## config.mk

```make
export PLATFORM = sky130hd
export DESIGN_NAME = video_timing_gen_flat
export DESIGN_NICKNAME = d
export VERILOG_FILES = /design/src/rtl/video_timing_gen_if.sv /design/src/rtl/video_timing_gen.sv /design/src/flat_wrapper.sv
export SDC_FILE = /design/constraint.sdc
export NUM_CORES = 1
export LEC_CHECK = 0
export CORE_MARGIN = 10
export CORE_UTILIZATION = 45
export CTS_CLUSTER_SIZE = 20
export DETAILED_ROUTE_END_ITERATION = 6
export PLACE_DENSITY = 0.8
export SYNTH_ARGS = -nofsm -noshare
export SYNTH_HDL_FRONTEND = slang
export SYNTH_SLANG_ARGS = --single-unit
export TNS_END_PERCENT = 1
```

## constraint.sdc

```tcl
create_clock -name clk -period 6.49 [get_ports clk]
set_clock_uncertainty 0.1 [all_clocks]
set_input_delay 1.298 -clock clk [delete_from_list [all_inputs] [get_ports clk]]
set_output_delay 1.298 -clock clk [all_outputs]
set_load 0.03 [all_outputs]
```

## src/rtl/video_timing_gen_if.sv

```systemverilog
// Video output and pixel-fetch signal bundle for video_timing_gen.
// The generator drives everything except the colour inputs sourced by fetch logic.
interface video_timing_gen_if #(
  parameter int IN_BITS = 4
);
  logic               ce_pix;
  logic               hs;
  logic               vs;
  logic               hblank;
  logic               vblank;
  logic               de;
  logic [7:0]         r;
  logic [7:0]         g;
  logic [7:0]         b;
  logic               line_start;
  logic               frame_start;
  logic               pix_req;
  logic [11:0]        pix_x;
  logic [11:0]        pix_y;
  logic [IN_BITS-1:0] r_in;
  logic [IN_BITS-1:0] g_in;
  logic [IN_BITS-1:0] b_in;

  modport master (
    output ce_pix, hs, vs, hblank, vblank, de, r, g, b,
           line_start, frame_start, pix_req, pix_x, pix_y,
    input  r_in, g_in, b_in
  );

  modport slave (
    input  ce_pix, hs, vs, hblank, vblank, de, r, g, b,
           line_start, frame_start, pix_req, pix_x, pix_y,
    output r_in, g_in, b_in
  );
endinterface

```

## src/rtl/video_timing_gen.sv

```systemverilog
// Parametrised raster timing generator with LEAD-ahead fetch coordinates and colour expansion.
// Define VIDEO_TESTPAT_EN to add the pattern_en input and the eight-bar test pattern.
module video_timing_gen #(
  parameter int H_DISPLAY = 256,
  parameter int H_FP      = 8,
  parameter int H_SYNC    = 40,
  parameter int H_BP      = 16,
  parameter int V_DISPLAY = 256,
  parameter int V_FP      = 8,
  parameter int V_SYNC    = 8,
  parameter int V_BP      = 16,
  parameter int CE_DIV    = 1,
  parameter int LEAD      = 2,
  parameter int IN_BITS   = 4,
  parameter bit HS_POL    = 1'b1,
  parameter bit VS_POL    = 1'b1
) (
  input  logic clk,
  input  logic reset,
  input  logic border_en,
`ifdef VIDEO_TESTPAT_EN
  input  logic pattern_en,
`endif
  video_timing_gen_if.master vid
);

  localparam int H_TOTAL = H_SYNC + H_BP + H_DISPLAY + H_FP;
  localparam int V_TOTAL = V_SYNC + V_BP + V_DISPLAY + V_FP;
  localparam int H_START = H_SYNC + H_BP;
  localparam int V_START = V_SYNC + V_BP;

  localparam logic [11:0] H_LAST_C    = 12'(H_TOTAL - 1);
  localparam logic [11:0] V_LAST_C    = 12'(V_TOTAL - 1);
  localparam logic [11:0] H_START_C   = 12'(H_START);
  localparam logic [11:0] V_START_C   = 12'(V_START);
  localparam logic [11:0] H_END_C     = 12'(H_START + H_DISPLAY);
  localparam logic [11:0] V_END_C     = 12'(V_START + V_DISPLAY);
  localparam logic [11:0] H_SYNC_C    = 12'(H_SYNC);
  localparam logic [11:0] V_SYNC_C    = 12'(V_SYNC);
  localparam logic [11:0] H_DLAST_C   = 12'(H_DISPLAY - 1);
  localparam logic [11:0] V_DLAST_C   = 12'(V_DISPLAY - 1);
  localparam logic [12:0] H_TOTAL_W   = 13'(H_TOTAL);
  localparam logic [12:0] LEAD_W      = 13'(LEAD);
  localparam logic [3:0]  DIV_LAST    = 4'(CE_DIV - 1);

  if (H_TOTAL > 4095 || V_TOTAL > 4095) begin : g_total_chk
    $error("video_timing_gen: H_TOTAL and V_TOTAL must fit 12-bit counters");
  end
  if (CE_DIV < 1 || CE_DIV > 16 || LEAD < 1 || LEAD > 8 || IN_BITS < 1 || IN_BITS > 8) begin : g_param_chk
    $error("video_timing_gen: CE_DIV, LEAD or IN_BITS out of range");
  end

  function automatic logic [7:0] expand(input logic [IN_BITS-1:0] c);
    logic [7:0] o;
    for (int i = 0; i < 8; i++) o[7-i] = c[IN_BITS-1-(i % IN_BITS)];
    return o;
  endfunction

  logic        run;
  logic [3:0]  div;
  logic        ce;
  logic [11:0] h_count;
  logic [11:0] v_count;

  // run holds ce low on the first edge after release so the first ce sees counters at zero
  assign ce         = run && (div == DIV_LAST);
  assign vid.ce_pix = ce;

  always_ff @(posedge clk) begin
    if (reset) begin
      run <= 1'b0;
      div <= '0;
    end else begin
      run <= 1'b1;
      div <= (div == DIV_LAST) ? 4'd0 : div + 4'd1;
    end
  end

  always_ff @(posedge clk) begin
    if (reset) begin
      h_count <= '0;
      v_count <= '0;
    end else if (ce) begin
      if (h_count == H_LAST_C) begin
        h_count <= '0;
        v_count <= (v_count == V_LAST_C) ? 12'd0 : v_count + 12'd1;
      end else begin
        h_count <= h_count + 12'd1;
      end
    end
  end

  logic        h_act, v_act, de_n, border_hit, f_act;
  logic [11:0] col, row, fh, fv;
  logic [12:0] fh_sum;

  always_comb begin
    h_act      = (h_count >= H_START_C) && (h_count < H_END_C);
    v_act      = (v_count >= V_START_C) && (v_count < V_END_C);
    de_n       = h_act && v_act;
    col        = h_count - H_START_C;
    row        = v_count - V_START_C;
    border_hit = (col == 12'd0) || (col == H_DLAST_C) || (row == 12'd0) || (row == V_DLAST_C);
    // fetch position runs LEAD pixels ahead and may spill into the following line
    fh_sum     = {1'b0, h_count} + LEAD_W;
    fh         = fh_sum[11:0];
    fv         = v_count;
    if (fh_sum >= H_TOTAL_W) begin
      fh = 12'(fh_sum - H_TOTAL_W);
      fv = (v_count == V_LAST_C) ? 12'd0 : v_count + 12'd1;
    end
    f_act      = (fh >= H_START_C) && (fh < H_END_C) && (fv >= V_START_C) && (fv < V_END_C);
  end

  logic [7:0] src_r, src_g, src_b, r_n, g_n, b_n;

`ifdef VIDEO_TESTPAT_EN
  localparam int BAR_W = (H_DISPLAY >= 8) ? H_DISPLAY / 8 : 1;
  logic [11:0] bar;
  logic [2:0]  bar_idx;
`endif

  always_comb begin
    src_r = expand(vid.r_in);
    src_g = expand(vid.g_in);
    src_b = expand(vid.b_in);
`ifdef VIDEO_TESTPAT_EN
    bar     = col / 12'(BAR_W);
    bar_idx = (bar > 12'd7) ? 3'd7 : bar[2:0];
    if (pattern_en) begin
      src_r = {8{bar_idx[2]}};
      src_g = {8{bar_idx[1]}};
      src_b = {8{bar_idx[0]}};
    end
`endif
    r_n = 8'h00;
    g_n = 8'h00;
    b_n = 8'h00;
    if (de_n) begin
      if (border_en && border_hit) begin
        r_n = 8'hFF;
        g_n = 8'hFF;
        b_n = 8'hFF;
      end else begin
        r_n = src_r;
        g_n = src_g;
        b_n = src_b;
      end
    end
  end

  always_ff @(posedge clk) begin
    if (reset) begin
      vid.hs          <= ~HS_POL;
      vid.vs          <= ~VS_POL;
      vid.hblank      <= 1'b1;
      vid.vblank      <= 1'b1;
      vid.de          <= 1'b0;
      vid.r           <= 8'h00;
      vid.g           <= 8'h00;
      vid.b           <= 8'h00;
      vid.line_start  <= 1'b0;
      vid.frame_start <= 1'b0;
      vid.pix_req     <= 1'b0;
      vid.pix_x       <= '0;
      vid.pix_y       <= '0;
    end else if (ce) begin
      vid.hs          <= (h_count < H_SYNC_C) ? HS_POL : ~HS_POL;
      vid.vs          <= (v_count < V_SYNC_C) ? VS_POL : ~VS_POL;
      vid.hblank      <= ~h_act;
      vid.vblank      <= ~v_act;
      vid.de          <= de_n;
      vid.r           <= r_n;
      vid.g           <= g_n;
      vid.b           <= b_n;
      vid.line_start  <= (h_count == 12'd0);
      vid.frame_start <= (h_count == 12'd0) && (v_count == 12'd0);
      vid.pix_req     <= f_act;
      if (f_act) begin
        vid.pix_x <= fh - H_START_C;
        vid.pix_y <= fv - V_START_C;
      end
    end
  end

endmodule

```

## src/flat_wrapper.sv

```systemverilog
// flat-port wrapper written by rule: the top's interface ports become plain ports
module video_timing_gen_flat 
#(
  parameter int H_DISPLAY = 256,
  parameter int H_FP      = 8,
  parameter int H_SYNC    = 40,
  parameter int H_BP      = 16,
  parameter int V_DISPLAY = 256,
  parameter int V_FP      = 8,
  parameter int V_SYNC    = 8,
  parameter int V_BP      = 16,
  parameter int CE_DIV    = 1,
  parameter int LEAD      = 2,
  parameter int IN_BITS   = 4,
  parameter bit HS_POL    = 1'b1,
  parameter bit VS_POL    = 1'b1
)
  (clk, reset, border_en, vid_ce_pix, vid_hs, vid_vs, vid_hblank, vid_vblank, vid_de, vid_r, vid_g, vid_b, vid_line_start, vid_frame_start, vid_pix_req, vid_pix_x, vid_pix_y, vid_r_in, vid_g_in, vid_b_in);
  video_timing_gen_if #(.IN_BITS(IN_BITS)) vid_i ();
  input  logic clk;
  input  logic reset;
  input  logic border_en;
  output wire logic [$bits(vid_i.ce_pix)-1:0] vid_ce_pix;
  output wire logic [$bits(vid_i.hs)-1:0] vid_hs;
  output wire logic [$bits(vid_i.vs)-1:0] vid_vs;
  output wire logic [$bits(vid_i.hblank)-1:0] vid_hblank;
  output wire logic [$bits(vid_i.vblank)-1:0] vid_vblank;
  output wire logic [$bits(vid_i.de)-1:0] vid_de;
  output wire logic [$bits(vid_i.r)-1:0] vid_r;
  output wire logic [$bits(vid_i.g)-1:0] vid_g;
  output wire logic [$bits(vid_i.b)-1:0] vid_b;
  output wire logic [$bits(vid_i.line_start)-1:0] vid_line_start;
  output wire logic [$bits(vid_i.frame_start)-1:0] vid_frame_start;
  output wire logic [$bits(vid_i.pix_req)-1:0] vid_pix_req;
  output wire logic [$bits(vid_i.pix_x)-1:0] vid_pix_x;
  output wire logic [$bits(vid_i.pix_y)-1:0] vid_pix_y;
  input wire logic [$bits(vid_i.r_in)-1:0] vid_r_in;
  input wire logic [$bits(vid_i.g_in)-1:0] vid_g_in;
  input wire logic [$bits(vid_i.b_in)-1:0] vid_b_in;
  assign vid_ce_pix = vid_i.ce_pix;
  assign vid_hs = vid_i.hs;
  assign vid_vs = vid_i.vs;
  assign vid_hblank = vid_i.hblank;
  assign vid_vblank = vid_i.vblank;
  assign vid_de = vid_i.de;
  assign vid_r = vid_i.r;
  assign vid_g = vid_i.g;
  assign vid_b = vid_i.b;
  assign vid_line_start = vid_i.line_start;
  assign vid_frame_start = vid_i.frame_start;
  assign vid_pix_req = vid_i.pix_req;
  assign vid_pix_x = vid_i.pix_x;
  assign vid_pix_y = vid_i.pix_y;
  assign vid_i.r_in = vid_r_in;
  assign vid_i.g_in = vid_g_in;
  assign vid_i.b_in = vid_b_in;
  video_timing_gen #(.H_DISPLAY(H_DISPLAY), .H_FP(H_FP), .H_SYNC(H_SYNC), .H_BP(H_BP), .V_DISPLAY(V_DISPLAY), .V_FP(V_FP), .V_SYNC(V_SYNC), .V_BP(V_BP), .CE_DIV(CE_DIV), .LEAD(LEAD), .IN_BITS(IN_BITS), .HS_POL(HS_POL), .VS_POL(VS_POL)) u_core (.clk(clk), .reset(reset), .border_en(border_en), .vid(vid_i));
endmodule
```

==> impl_metrics.env <==
export IMPL_grt_pass1_wl_mm=22.7
export IMPL_p_leak_nw=1.97
export IMPL_numClockSinks=73
export IMPL_totalWireLength_mm=14.2
export IMPL_overflow=0
export IMPL_reg2reg_slack_ns=1.37
export IMPL_comb_power_share_pct=4.9
export IMPL_path_clk_slew_ns=0.08
export IMPL_drive_gt1_share_pct=5.58
export IMPL_maxSlewViolCount=0
export IMPL_required_ns=6.63
export IMPL_tightest_slew_ns=1.07
export IMPL_pwr_share_seq_pct=50.8
export IMPL_antenna_found_initial=0
export IMPL_synth_async_sr_flop_share_pct=0
export IMPL_synth_area_um2=4810
export IMPL_synth_area_per_cell_um2=7.54
export IMPL_track_usage_pct=18.1
export IMPL_vias_per_cell=6.07
export IMPL_antennaDiodeCount=0
export IMPL_placement_io_buffers=71
export IMPL_maxCapViolations=0
export IMPL_ys_types=69
export IMPL_hold_end="u_core.vid.pix_y[11]"
export IMPL_ios=72
export IMPL_swShare_pct=23.5
export IMPL_fin_nets=686
export IMPL_dr_first_iter_drc_count=403
export IMPL_synth_flop_cell="dfxtp_1"
export IMPL_clk_latency_ns=0.35
export IMPL_cts_tree="built"
export IMPL_min_path_cells=2
export IMPL_start_kind="flip-flop"
export IMPL_rows=37
export IMPL_synthCells=638
export IMPL_end_kind="flip-flop"
export IMPL_arrival_ns=5.26
export IMPL_final_util_pct=54.2
export IMPL_ant_nets=0
export IMPL_drcViolationCount=0
export IMPL_final_cells=799
export IMPL_crit_fanout=20
export IMPL_rr_endpoint="u_core.vid.pix_x[5]"
export IMPL_cts_setup_buffers=0
export IMPL_core_area_um2=10400
export IMPL_dp_cells=783
export IMPL_critical_path_class="reg2reg"
export IMPL_fillers=967
export IMPL_grt_pass1_vias=4495
export IMPL_ys_seq_area_share_pct=30.4
export IMPL_setup_viol=0
export IMPL_avgRoutedWirePerCell_um=17.8
export IMPL_r2r_start="u_core.h_count[6]"
export IMPL_drt_first_pass_iters=7
export IMPL_hold_path_class="reg2reg"
export IMPL_max_vdd_ir_drop_v=0.000101
export IMPL_synth_edf_count=0
export IMPL_timing_slew_headroom_pct=28.2
export IMPL_dieWidth_um=123
export IMPL_dp_hpwl_mm=10.3
export IMPL_postCtsHoldBufs=0
export IMPL_p_sw_w=0.000211
export IMPL_holdWs_ns=0.346
export IMPL_hold_viol_final=0
export IMPL_clockPowerShare_pct=44.3
export IMPL_setup_tns_ns=0
export IMPL_yosys_warnings=0
export IMPL_fmax_ghz=0.195
export IMPL_dieHeight_um=123
export IMPL_grt_max_degree=60
export IMPL_area_delta_synth_final_pct=16.8
export IMPL_numCtsBuffers=9
export IMPL_via_count=4848
export IMPL_synth_seq_cells=73
export IMPL_rsz0062_at_grt="false"
export IMPL_htreeDepth=3
export IMPL_status="finished, final reports clean"
export IMPL_min_period_ns=5.12
export IMPL_p_int_w=0.000685
export IMPL_synth_nets=665
export IMPL_finalInstanceArea_um2=5620
export IMPL_gp_congestion=0.951
export IMPL_die_area_um2=15200
export IMPL_cts_resized=0
export IMPL_clockBufferDepth=2
export IMPL_finalCritPeriodShare_pct=78.9
export IMPL_cellPowerDensity_nw_per_um2=159
export IMPL_cts_root_buf="clkbuf_8"
export IMPL_place_area_um2=5400
export IMPL_rr_worst_depth=13
export IMPL_start_util_pct=46.4
export IMPL_min_from="u_core.vid.pix_y[11]"
[worst max-delay path by stage]
stage	startpoint	end	cells past startpoint
after floorplan	u_core.h_count[2]	u_core.vid.pix_x[5]	15
after global placement	u_core.h_count[6]	u_core.vid.pix_y[3]	13
after detailed placement	u_core.h_count[6]	u_core.vid.pix_y[3]	13
after CTS	u_core.h_count[6]	u_core.vid.pix_y[3]	13
after global routing	u_core.h_count[6]	u_core.vid.pix_y[3]	13
final	u_core.h_count[6]	u_core.vid.pix_x[5]	13
[area by class of cell]
cell class	instances	area [µm²]	area share [%]
Timing Repair Buffer	73	718	12.8
Sequential cell	73	1460	26.0
Clock buffer	9	124	2.20
Tap cell	136	170	3.03
Inverter	21	78.8	1.40
Multi-Input combinational cell	481	2980	53.0
Clock inverter	6	92.6	1.65
[synth_stat cells, types with 8 or more instances]
library cell  number  share of area, %
nor3_1            23               2.4
ha_1              12               3.1
nand4_1           24               3.1
xor2_1            16               2.9
buf_4             13               2.0
o31ai_1           17               2.7
clkbuf_1          36               2.8
inv_1             20               1.6
a31oi_1           10               1.3
a21oi_1           52               5.4
buf_2             11               1.1
nand2_1           68               5.3
xnor2_1           25               4.6
nand3_1           25               2.6
o21ai_0           27               2.8
nor2_1            60               4.7
dfxtp_1           73                30
and4_1             8               1.5
[per-stage QoR]
stage / total power (W) / worst slack, ns
after floorplan: 0.000489 / 2.60
after global placement: 0.000509 / 1.78
after detailed placement: 0.000510 / 1.49
after CTS: 0.000905 / 1.43
after global routing: 0.000927 / 1.04
final: 0.000895 / 1.37
[per-layer routing]
layer / vias up / wire length [µm] / global-route usage, %
met5: - / 0 / 0
met4: 0 / 408 / 7.57
met3: 41 / 1080 / 4.42
met2: 207 / 6770 / 29.6
met1: 2278 / 5940 / 22.3
li1: 2322 / - / -
[cells in the final DEF (no fill, tap or decap), types with 3 or more instances in the layout]
| master | netlist | final |
|---|---|---|
| dfxtp_1 | 73 | 73 |
| clkdlybuf4s50_1 | 0 | 70 |
| nand2_1 | 68 | 68 |
| nor2_1 | 60 | 60 |
| a21oi_1 | 52 | 52 |
| o21ai_0 | 27 | 27 |
| nand3_1 | 25 | 25 |
| xnor2_1 | 25 | 25 |
| nand4_1 | 24 | 24 |
| nor3_1 | 23 | 22 |
| inv_1 | 20 | 20 |
| o31ai_1 | 17 | 17 |
| xor2_1 | 16 | 16 |
| ha_1 | 12 | 12 |
| a31oi_1 | 10 | 10 |
| clkbuf_8 | 0 | 9 |
| and4_1 | 8 | 8 |
| or3_1 | 7 | 7 |
| nor4_1 | 7 | 7 |
| nor3b_1 | 6 | 6 |
| nand2b_1 | 6 | 6 |
| and3_1 | 6 | 6 |
| and2_1 | 6 | 6 |
| mux2i_1 | 6 | 6 |
| a21boi_0 | 5 | 5 |
| or4_1 | 4 | 4 |
| mux2_2 | 3 | 3 |
| a311oi_1 | 3 | 3 |
| nor2b_1 | 3 | 3 |
| a32o_1 | 3 | 3 |
| nand4b_1 | 3 | 3 |
[kinds of logic after synthesis]
family	count (synthesis)	synth area share, %
compound gates	148	19.9
xor+xnor	41	7.46
fa+ha+maj	13	3.33
buf+inv	84	7.85
flops	73	30.4
mux	11	2.55
simple gates	268	28.5
[worst max-delay path, stage by stage (launching register included)]
cell and delay, ns:
dfxtp_1 0.78, nand4_2 0.24, or3_1 0.52, mux2i_2 0.25, nor3_1 0.73, nor2_1 0.14
xor2_1 0.19, ha_1 0.18, inv_1 0.09, nor4_1 0.29, a21oi_1 0.13, and4_1 0.37
nor4_2 0.58, mux2_2 0.39
[flip-flops by register name, indices dropped and copies added (netlist names)]
name	cells
u_core.vid.de	1
u_core.vid.g	4
u_core.vid.pix_y	12
u_core.vid.vblank	1
u_core.vid.r	4
u_core.vid.vs	1
u_core.vid.pix_x	12
u_core.div	4
u_core.vid.b	4
u_core.h_count	12
u_core.vid.hblank	1
u_core.vid.frame_start	1
u_core.v_count	12
u_core.run	1
u_core.vid.hs	1
u_core.vid.pix_req	1
u_core.vid.line_start	1
[power groups by stage]
stage               registers, W   logic, W  clock network [W]
CTS                     0.000455  0.0000439           0.000406
floorplan               0.000468  0.0000209                  0
detailed placement      0.000466  0.0000437                  0
global route            0.000456  0.0000474           0.000424
global placement        0.000466  0.0000431                  0
finish                  0.000455  0.0000435           0.000397
(Power assumes the default switching activity.)
